### config.mk
export PLATFORM = sky130hd
export DESIGN_NAME = dma_bus_arbiter
export DESIGN_NICKNAME = d
export VERILOG_FILES = /design/src/rtl/dma_bus_arbiter_pkg.sv /design/src/rtl/dma_bus_arbiter_dma_engine.sv /design/src/rtl/dma_bus_arbiter.sv
export SDC_FILE = /design/constraint.sdc
export NUM_CORES = 1
export LEC_CHECK = 0
export CAP_MARGIN = 15
export CORE_MARGIN = 1.5
export CORE_UTILIZATION = 45
export CTS_BUF_LIST = sky130_fd_sc_hd__clkbuf_2
export DETAILED_ROUTE_END_ITERATION = 8
export GPL_ROUTABILITY_DRIVEN = 0
export PLACE_DENSITY = 0.77
export SETUP_SLACK_MARGIN = 0.3
export SYNTH_ARGS = -nofsm -noshare
export SYNTH_HDL_FRONTEND = slang
export SYNTH_HIERARCHICAL = 1
export SYNTH_SLANG_ARGS = --single-unit
### constraint.sdc
create_clock -name clk -period 5.02 [get_ports clk]
set_clock_uncertainty 0.2 [all_clocks]
set_input_delay 1.004 -clock clk [delete_from_list [all_inputs] [get_ports clk]]
set_output_delay 1.004 -clock clk [all_outputs]
set_load 0.05 [all_outputs]
### src/rtl/dma_bus_arbiter_pkg.sv
// Shared types and address map for the OAM DMA bus arbiter.
package dma_bus_arbiter_pkg;

    typedef enum logic [1:0] {IDLE, START, READ, WRITE} dma_state_t;

    localparam logic [15:0] DMA_REG_ADDR = 16'hFF46;
    localparam logic [15:0] OAM_BASE     = 16'hFE00;
    localparam logic [15:0] HRAM_LO      = 16'hFF80;
    localparam logic [15:0] HRAM_HI      = 16'hFFFE;

    function automatic logic is_hram(input logic [15:0] addr);
        return (addr >= HRAM_LO) && (addr <= HRAM_HI);
    endfunction

endpackage

### src/rtl/dma_bus_arbiter_dma_engine.sv
// OAM DMA engine: DMA register, transfer FSM, source/index tracking and byte buffer.
// Optional OAM_DMA_RESTART_EN: a register write during a transfer restarts it.
module dma_engine
    import dma_bus_arbiter_pkg::*;
#(
    parameter int DMA_LEN = 160
) (
    input  logic        clk,
    input  logic        rst_n,
    input  logic        reg_wr,
    input  logic [7:0]  reg_wdata,
    input  logic        hold,
    input  logic [7:0]  mem_rdata,
    output logic [7:0]  dma_reg,
    output logic        dma_active,
    output logic        bus_rd,
    output logic        bus_wr,
    output logic [15:0] bus_addr,
    output logic [7:0]  bus_wdata
);

    localparam logic [7:0] LAST_IDX = 8'(DMA_LEN - 1);

    dma_state_t  state;
    logic [7:0]  idx;
    logic [15:0] src;
    logic [7:0]  byte_q;
    logic        load;

`ifdef OAM_DMA_RESTART_EN
    assign load = reg_wr;
`else
    assign load = reg_wr && (state == IDLE);
`endif

    always_ff @(posedge clk or negedge rst_n) begin
        if (!rst_n) begin
            state      <= IDLE;
            idx        <= 8'h00;
            src        <= 16'h0000;
            byte_q     <= 8'h00;
            dma_reg    <= 8'h00;
            dma_active <= 1'b0;
        end else begin
            if (reg_wr)
                dma_reg <= reg_wdata;
            if (load) begin
                state      <= START;
                src        <= {reg_wdata, 8'h00};
                idx        <= 8'h00;
                dma_active <= 1'b1;
            end else if (!hold) begin
                // A preempting HRAM access freezes the engine for that cycle
                case (state)
                    START: state <= READ;
                    READ: begin
                        byte_q <= mem_rdata;
                        state  <= WRITE;
                    end
                    WRITE: begin
                        if (idx == LAST_IDX) begin
                            state      <= IDLE;
                            dma_active <= 1'b0;
                        end else begin
                            idx   <= idx + 8'd1;
                            state <= READ;
                        end
                    end
                    default: state <= IDLE;
                endcase
            end
        end
    end

    always_comb begin
        bus_rd    = 1'b0;
        bus_wr    = 1'b0;
        bus_addr  = 16'h0000;
        bus_wdata = 8'h00;
        if (!hold) begin
            case (state)
                READ: begin
                    bus_rd   = 1'b1;
                    bus_addr = src + {8'h00, idx};
                end
                WRITE: begin
                    bus_wr    = 1'b1;
                    bus_addr  = OAM_BASE + {8'h00, idx};
                    bus_wdata = byte_q;
                end
                default: ;
            endcase
        end
    end

endmodule

### src/rtl/dma_bus_arbiter.sv
// Shared-bus arbiter between the CPU and the OAM DMA engine (address decode + grant mux).
// Build option OAM_DMA_RESTART_EN is handled inside dma_engine.
module dma_bus_arbiter
    import dma_bus_arbiter_pkg::*;
#(
    parameter int DMA_LEN = 160
) (
    input  logic        clk,
    input  logic        rst_n,
    input  logic [15:0] cpu_addr,
    input  logic [7:0]  cpu_wdata,
    input  logic        cpu_rd,
    input  logic        cpu_wr,
    output logic [7:0]  cpu_rdata,
    output logic [15:0] mem_addr,
    output logic [7:0]  mem_wdata,
    output logic        mem_rd,
    output logic        mem_wr,
    input  logic [7:0]  mem_rdata,
    output logic        dma_active
);

    logic        hit_reg;
    logic        hit_hram;
    logic        cpu_grant;
    logic        reg_wr;
    logic        hold;
    logic [7:0]  dma_reg;
    logic        dma_rd;
    logic        dma_wr;
    logic [15:0] dma_addr;
    logic [7:0]  dma_wdata;

    assign hit_reg  = (cpu_addr == DMA_REG_ADDR);
    assign hit_hram = is_hram(cpu_addr);
    // Reset also blocks CPU pass-through so the bus is quiet while rst_n is low
    assign cpu_grant = rst_n && (cpu_rd || cpu_wr) && !hit_reg && (!dma_active || hit_hram);
    assign reg_wr    = cpu_wr && hit_reg;
    assign hold      = cpu_grant && dma_active;

    dma_engine #(.DMA_LEN(DMA_LEN)) u_engine (
        .clk        (clk),
        .rst_n      (rst_n),
        .reg_wr     (reg_wr),
        .reg_wdata  (cpu_wdata),
        .hold       (hold),
        .mem_rdata  (mem_rdata),
        .dma_reg    (dma_reg),
        .dma_active (dma_active),
        .bus_rd     (dma_rd),
        .bus_wr     (dma_wr),
        .bus_addr   (dma_addr),
        .bus_wdata  (dma_wdata)
    );

    always_comb begin
        mem_rd    = dma_rd;
        mem_wr    = dma_wr;
        mem_addr  = dma_addr;
        mem_wdata = dma_wdata;
        if (cpu_grant) begin
            mem_rd    = cpu_rd && !cpu_wr;
            mem_wr    = cpu_wr;
            mem_addr  = cpu_addr;
            mem_wdata = cpu_wr ? cpu_wdata : 8'h00;
        end
    end

    // A simultaneous write wins; blocked or colliding reads see open bus
    always_comb begin
        cpu_rdata = 8'hFF;
        if (cpu_rd && !cpu_wr) begin
            if (hit_reg)
                cpu_rdata = dma_reg;
            else if (cpu_grant)
                cpu_rdata = mem_rdata;
        end
    end

endmodule

==> results.tsv, run 1 <==
stage	metric	value	unit
run_status	status	completed	
pwr	static leakage	0.00158	uW
floorplanning	Die X	74.6	um
floorplanning	die area	5560	sq um
sta	worst slew pin tran	0.489	ns
cells_and_area	diode count	0	
cells_and_area	fillcell total	346	
critical_path	CP peak stage delay	0.60	ns
detailed_routing	router iterations before antenna repair	4	
global_route	antenna violations before repair	0	
detailed_routing	1st-iter DRT viols	82	
pwr	Max VDD drop	0.261	mV
detailed_routing	Total Routed Length	6.07	mm
cells_and_area	share of layout cells above drive strength 1	39.3	%
synthesis	synthesized area	2300	sq um
sta	post-route setup slack	0.370	ns
placement	DP Area	3390	sq um
clock_network	TritonCTS Sinks	35	
clock_network	Clk Latency, worst-skew pair	0.36	ns
synthesis	EDFF count, synth	0	
clock_network	root buf cell	clkbuf_2	
pwr	total power divided by cell area	441	nW/um^2
detailed_routing	DR vias	1925	
critical_path	Worst R2R Path Depth	5	
critical_path	R2R setup slack	2.99	ns
global_route	first-pass GRT wire length	9.27	mm
critical_path	Critical Path AT	3.45	ns
critical_path	CP endpoint kind	primary output	
min_path	hold depth	1	
clock_network	hold_buf cts	0	
floorplanning	Die H	74.6	um
sta	Final Cycle Share	92.6	%
sta	unrepaired setup endpoints after global routing	no	
cells_and_area	area grow syn2layout	52.7	%
sta	setup TNS	0	ns
sta	highest clock rate	0.215	GHz
sta	final worst path period need	4.65	ns
clock_network	Reg clk slew, reported paths	0.18	ns
critical_path	slowest CP cell	or4_4	
cells_and_area	area of the multi-input gates	1350	sq um
critical_path	crit start category	primary input	
synthesis	Top FF cell, synth	dfrtp_1	
synthesis	post-synth top area share	38.0	%
synthesis	syn nets	247	
min_path	hold path start	u_engine/byte_q[6]	
global_route	Overflow after GRT	0	
synthesis	post-synth top area cell	dfrtp_1	
detailed_routing	WL/cell	17.0	um
sta	worst hold slack	0.322	ns
detailed_routing	Vias/cell	5.39	
critical_path	RR Endpoint	u_engine/idx[5]	
sta	Final Hold Viols	0	
detailed_routing	DRC Markers	0	
sta	Final Setup Violations	0	
synthesis	register area share after synthesis	38.0	%
critical_path	Worst Setup SP	cpu_addr[0]	
critical_path	Crit Path Category	in -> out	
clock_network	Longest Clk Path Bufs	2	
cells_and_area	FF+latch area	876	sq um
floorplanning	Core Region	4820	sq um
synthesis	Async S/R FF share, synth	100	%
sta	max_slew headroom	67.3	%
sta	Slew Viols, Final	0	
clock_network	CTS tree	done	
global_route	total global-route track usage	22.4	%
clock_network	total CTS buffers	5	
critical_path	worst path cell trace	clkdlybuf4s50_1 > or4_4 > nor2_2 > nor4_4 > and2_4 > and3b_2 > and2_1 > inv_1 > mux2i_1 > buf_12	
min_path	Hold EP	u_engine/byte_q[6]	
synthesis	Yosys reg bits	35	
critical_path	critical-path maximum fanout	6	
synthesis	synth unique cells	45	
placement	post-DP HPWL	4.39	mm
min_path	Hold Path Class	reg -> reg	
job	max-cap violations	0	
global_route	pin count of the biggest net entering global routing	36	
floorplanning	num ports	71	
critical_path	CP required	3.82	ns
cells_and_area	Final Instance Area	3520	sq um
global_route	number of global-route vias before repair	1909	
synthesis	post-synthesis cell count	210	
clock_network	H-tree levels	2	
synthesis	Synth area leaders	dfrtp_1, mux2_2, mux2_4	
cells_and_area	# nets final	326	
floorplanning	# rows	25	
critical_path	Reg2Reg Launch Point	u_engine/state[0]	
detailed_routing	Antenna Nets Post-Route	0	
placement	# port buffers	70	
synthesis	Yosys warning count	6	
floorplanning	Initial Util	47.8	%
placement	Place WS	0.0344	ns
synthesis	Mean Syn Cell Area	11.0	sq um
==> synthesized netlist by cell type, types with 2 or more instances <==
master    count
mux2i_1      10
nor2_1        9
inv_1         9
xor2_1        4
buf_2         2
mux2_4       12
buf_6         6
nor4_1        2
o21ai_0       3
nor3_1        2
and2_1       19
a21o_1        2
dfrtp_1      35
o22a_1        8
nor2b_1       2
o21a_1        7
nand4_1       7
and2b_1       2
mux2_2       29
a21oi_1       2
clkbuf_1      3
and3_1        2
nand2_1      11
==> kinds of logic after synthesis <==
logic type,synth area share [%]
muxes,26.3
DFF,38.0
adders and majority gates,0.543
and+or+nand+nor,19.4
xor gates and xnor gates,1.52
buffers and inverters,5.65
AOI/OAI and AO/OA,8.52
==> cell usage in the layout (no fill, tap or decap), types with 2 or more instances in the layout <==
| cell | n |
|---|---|
| a21o_1 | 2 |
| a21oi_1 | 2 |
| and2_1 | 18 |
| and3_1 | 2 |
| and3b_2 | 2 |
| buf_12 | 34 |
| buf_4 | 13 |
| clkbuf_2 | 6 |
| clkdlybuf4s50_1 | 36 |
| dfrtp_1 | 35 |
| inv_1 | 9 |
| mux2_2 | 29 |
| mux2_4 | 12 |
| mux2i_1 | 9 |
| nand2_1 | 11 |
| nand4_1 | 7 |
| nor2_1 | 8 |
| nor2_2 | 2 |
| nor3_1 | 2 |
| nor4_4 | 2 |
| o21a_1 | 7 |
| o21ai_0 | 2 |
| o21ai_2 | 2 |
| o22a_1 | 8 |
| xor2_1 | 4 |
==> critical path: cells and delay by family <==
kind	cells	cell delay (ns)
AND/OR/NAND/NOR	6	1.48
buffers and inverters	3	0.71
multiplexers	1	0.26
==> per-stage QoR <==
step           utilization [%]  power (uW)  instances
2_1_floorplan                -         969        210
3_3_place_gp              70.3        1400        342
3_5_place_dp              70.3        1410        342
4_1_cts                   71.9        1550        351
5_1_grt                   73.1        1640        357
6_report                  73.1        1550        357
==> worst max path at each step <==
stage,to
6_report,mem_wdata[5]
5_1_grt,mem_wdata[5]
4_1_cts,mem_wdata[5]
3_5_place_dp,mem_addr[8]
3_3_place_gp,mem_addr[8]
2_1_floorplan,mem_wdata[0]
==> where the power goes <==
part	internal [uW]	switching [uW]
Clock	35.6	91.6
Combinational	507	513
Sequential	343	62.4
==> repair_timing <==
action	in CTS	in global routing
endpoints found under the hold margin	0	0
setup buffers	1	5
gates cloned	0	1
pin swaps	1	2
gates resized for setup	8	4
endpoints found under the setup margin	25	15
==> routing by layer <==
layer	vias to the layer above	wire (um)	part of all wire, %	track usage, %
li1	906	-	-	-
met1	948	2560	42	28.9
met2	61	3080	51	38.6
met3	10	317	5.2	3.79
met4	0	107	1.8	6.87
met5	-	0	0	0
==> cell type report <==
class,instances,share of cell area (%)
Clock inverter,2,0.355
Timing Repair Buffer,83,32.3
Multi-Input combinational cell,155,38.2
Sequential cell,35,24.9
Inverter,9,0.960
Clock buffer,6,0.853
Tap cell,67,2.38
Power figures use the tool's default switching activity.
==> inputs of run 2 (changes only) <==
Clock period 5.02 ns to 4.4 ns, I/O delays scaled along.
==> results.tsv, run 2 (same netlist as run 1, synthesis figures left out) <==
stage	metric	value	unit
sta	final worst path period need	4.06	ns
floorplanning	Die H	74.6	um
critical_path	Critical Path AT	2.98	ns
detailed_routing	Total Routed Length	5.97	mm
clock_network	root buf cell	clkbuf_2	
critical_path	CP required	3.32	ns
pwr	total power divided by cell area	490	nW/um^2
global_route	pin count of the biggest net entering global routing	35	
min_path	Hold Path Class	in -> async	
clock_network	Longest Clk Path Bufs	2	
clock_network	Reg clk slew, reported paths	0.16	ns
detailed_routing	1st-iter DRT viols	64	
floorplanning	# rows	25	
floorplanning	die area	5560	sq um
placement	# port buffers	70	
global_route	total global-route track usage	23.7	%
sta	max_slew headroom	67.3	%
cells_and_area	share of layout cells above drive strength 1	47.5	%
job	max-cap violations	0	
detailed_routing	WL/cell	16.1	um
global_route	first-pass GRT wire length	9.59	mm
clock_network	TritonCTS Sinks	35	
run_status	status	completed	
cells_and_area	# nets final	339	
sta	Slew Viols, Final	0	
detailed_routing	router iterations before antenna repair	4	
global_route	Overflow after GRT	0	
pwr	static leakage	0.00163	uW
critical_path	Crit Path Category	in -> out	
pwr	Max VDD drop	0.287	mV
placement	DP Area	3440	sq um
cells_and_area	Final Instance Area	3580	sq um
critical_path	CP peak stage delay	0.52	ns
detailed_routing	Vias/cell	5.26	
clock_network	CTS tree	done	
critical_path	crit start category	primary input	
sta	Final Hold Viols	0	
floorplanning	Initial Util	47.8	%
sta	worst slew pin tran	0.489	ns
detailed_routing	DRC Markers	0	
cells_and_area	post-layout util	74.3	%
global_route	antenna violations before repair	0	
cells_and_area	most frequent cells in the layout	dfrtp_1, buf_4, mux2_2	
sta	post-route setup slack	0.337	ns
sta	Final Cycle Share	92.3	%
clock_network	H-tree levels	2	
cells_and_area	FF+latch area	876	sq um
placement	post-DP HPWL	4.47	mm
sta	unrepaired setup endpoints after global routing	yes	
detailed_routing	Antenna Nets Post-Route	0	
cells_and_area	area grow syn2layout	55.3	%
floorplanning	Core Region	4820	sq um
cells_and_area	fillcell total	344	
global_route	number of global-route vias before repair	2001	
cells_and_area	area of the multi-input gates	1450	sq um
floorplanning	num ports	71	
critical_path	R2R setup slack	2.25	ns
cells_and_area	most common cell after layout, fill and taps aside	dfrtp_1	
cells_and_area	diode count	0	
sta	Final Setup Violations	0	
sta	highest clock rate	0.246	GHz
critical_path	critical-path maximum fanout	7	
detailed_routing	DR vias	1947	
floorplanning	Die X	74.6	um
critical_path	CP endpoint kind	primary output	
placement	Place WS	-0.0657	ns
critical_path	slowest CP cell	or4_4	
critical_path	worst path cell trace	clkdlybuf4s15_2 > or4_4 > nor2_4 > nor4_4 > and2_4 > buf_4 > and3b_2 > buf_12 > and2_4 > inv_2 > mux2i_4 > buf_12	
clock_network	total CTS buffers	5	
clock_network	Clk Latency, worst-skew pair	0.38	ns
==> run 2: changes by cell type in the layout (fill, tap and decap cells not counted), moves of 4 or more <==
| cell | change |
|---|---|
| mux2i_4 | +8 |
| buf_12 | -13 |
| buf_4 | +17 |
| inv_2 | +4 |
| inv_1 | -4 |
| mux2i_1 | -7 |
| dlygate4sd2_1 | +10 |
| buf_6 | +9 |
| clkdlybuf4s50_1 | -17 |
==> run 2: critical path, delay by kind of cell <==
kind	cells	cell delay, ns
simple gates	6	1.28
buf+inv	5	0.64
mux	1	0.18
==> run 2: stage by stage <==
stage                     setup TNS [ns]  hold slack, ns  cells  power (uW)
after CTS                              0          0.0490    369        1750
after global routing                   0          0.0290    370        1850
after floorplan                        0           0.272    210        1160
after global placement            -0.504           0.280    358        1540
final                                  0          0.0662    370        1750
after detailed placement          -0.711           0.288    358        1570
==> run 2: layout make-up <==
cell class / instances / share of cell area (%)
clock buffer: 7 / 0.979
inverter: 9 / 0.944
timing repair buffer: 97 / 30.6
sequential: 35 / 24.5
multi-input combinational: 154 / 40.5
clock inverter: 1 / 0.140
tap: 67 / 2.34
==> run 2: report_power, final <==
part	internal [uW]	switching [uW]	leakage, uW
registers	392	73.2	0.000452
clock network	43.4	104	0.0000330
logic	547	593	0.00115
total	982	770	0.00163
==> run 2: final timing paths <==
kind,startpoint,cells past startpoint,end
max,cpu_addr[4],12,mem_wdata[3]
min,rst_n,1,u_engine/idx[6]
max reg2reg,u_engine/dma_active,8,u_engine/idx[5]
min reg2reg,u_engine/byte_q[2],1,u_engine/byte_q[2]
max in group asynchronous,rst_n,2,u_engine/idx[3]
min in group clk,u_engine/byte_q[2],1,u_engine/byte_q[2]
==> run 2: repair_timing <==
action | 4_1_cts | 5_1_grt
buffers inserted | 3 | 1
endpoints found under the setup margin | 34 | 33
resized for setup | 47 | 8
pin swaps | 9 | 5
hold buffers | 0 | 0
==> run 2: per-layer routing <==
metal | vias up | routed length, um | GRT usage (%)
li1 | 939 | - | -
met1 | 938 | 2530 | 30.4
met2 | 60 | 2920 | 38.4
met3 | 10 | 406 | 6.37
met4 | 0 | 114 | 8.69
met5 | - | 0 | 0
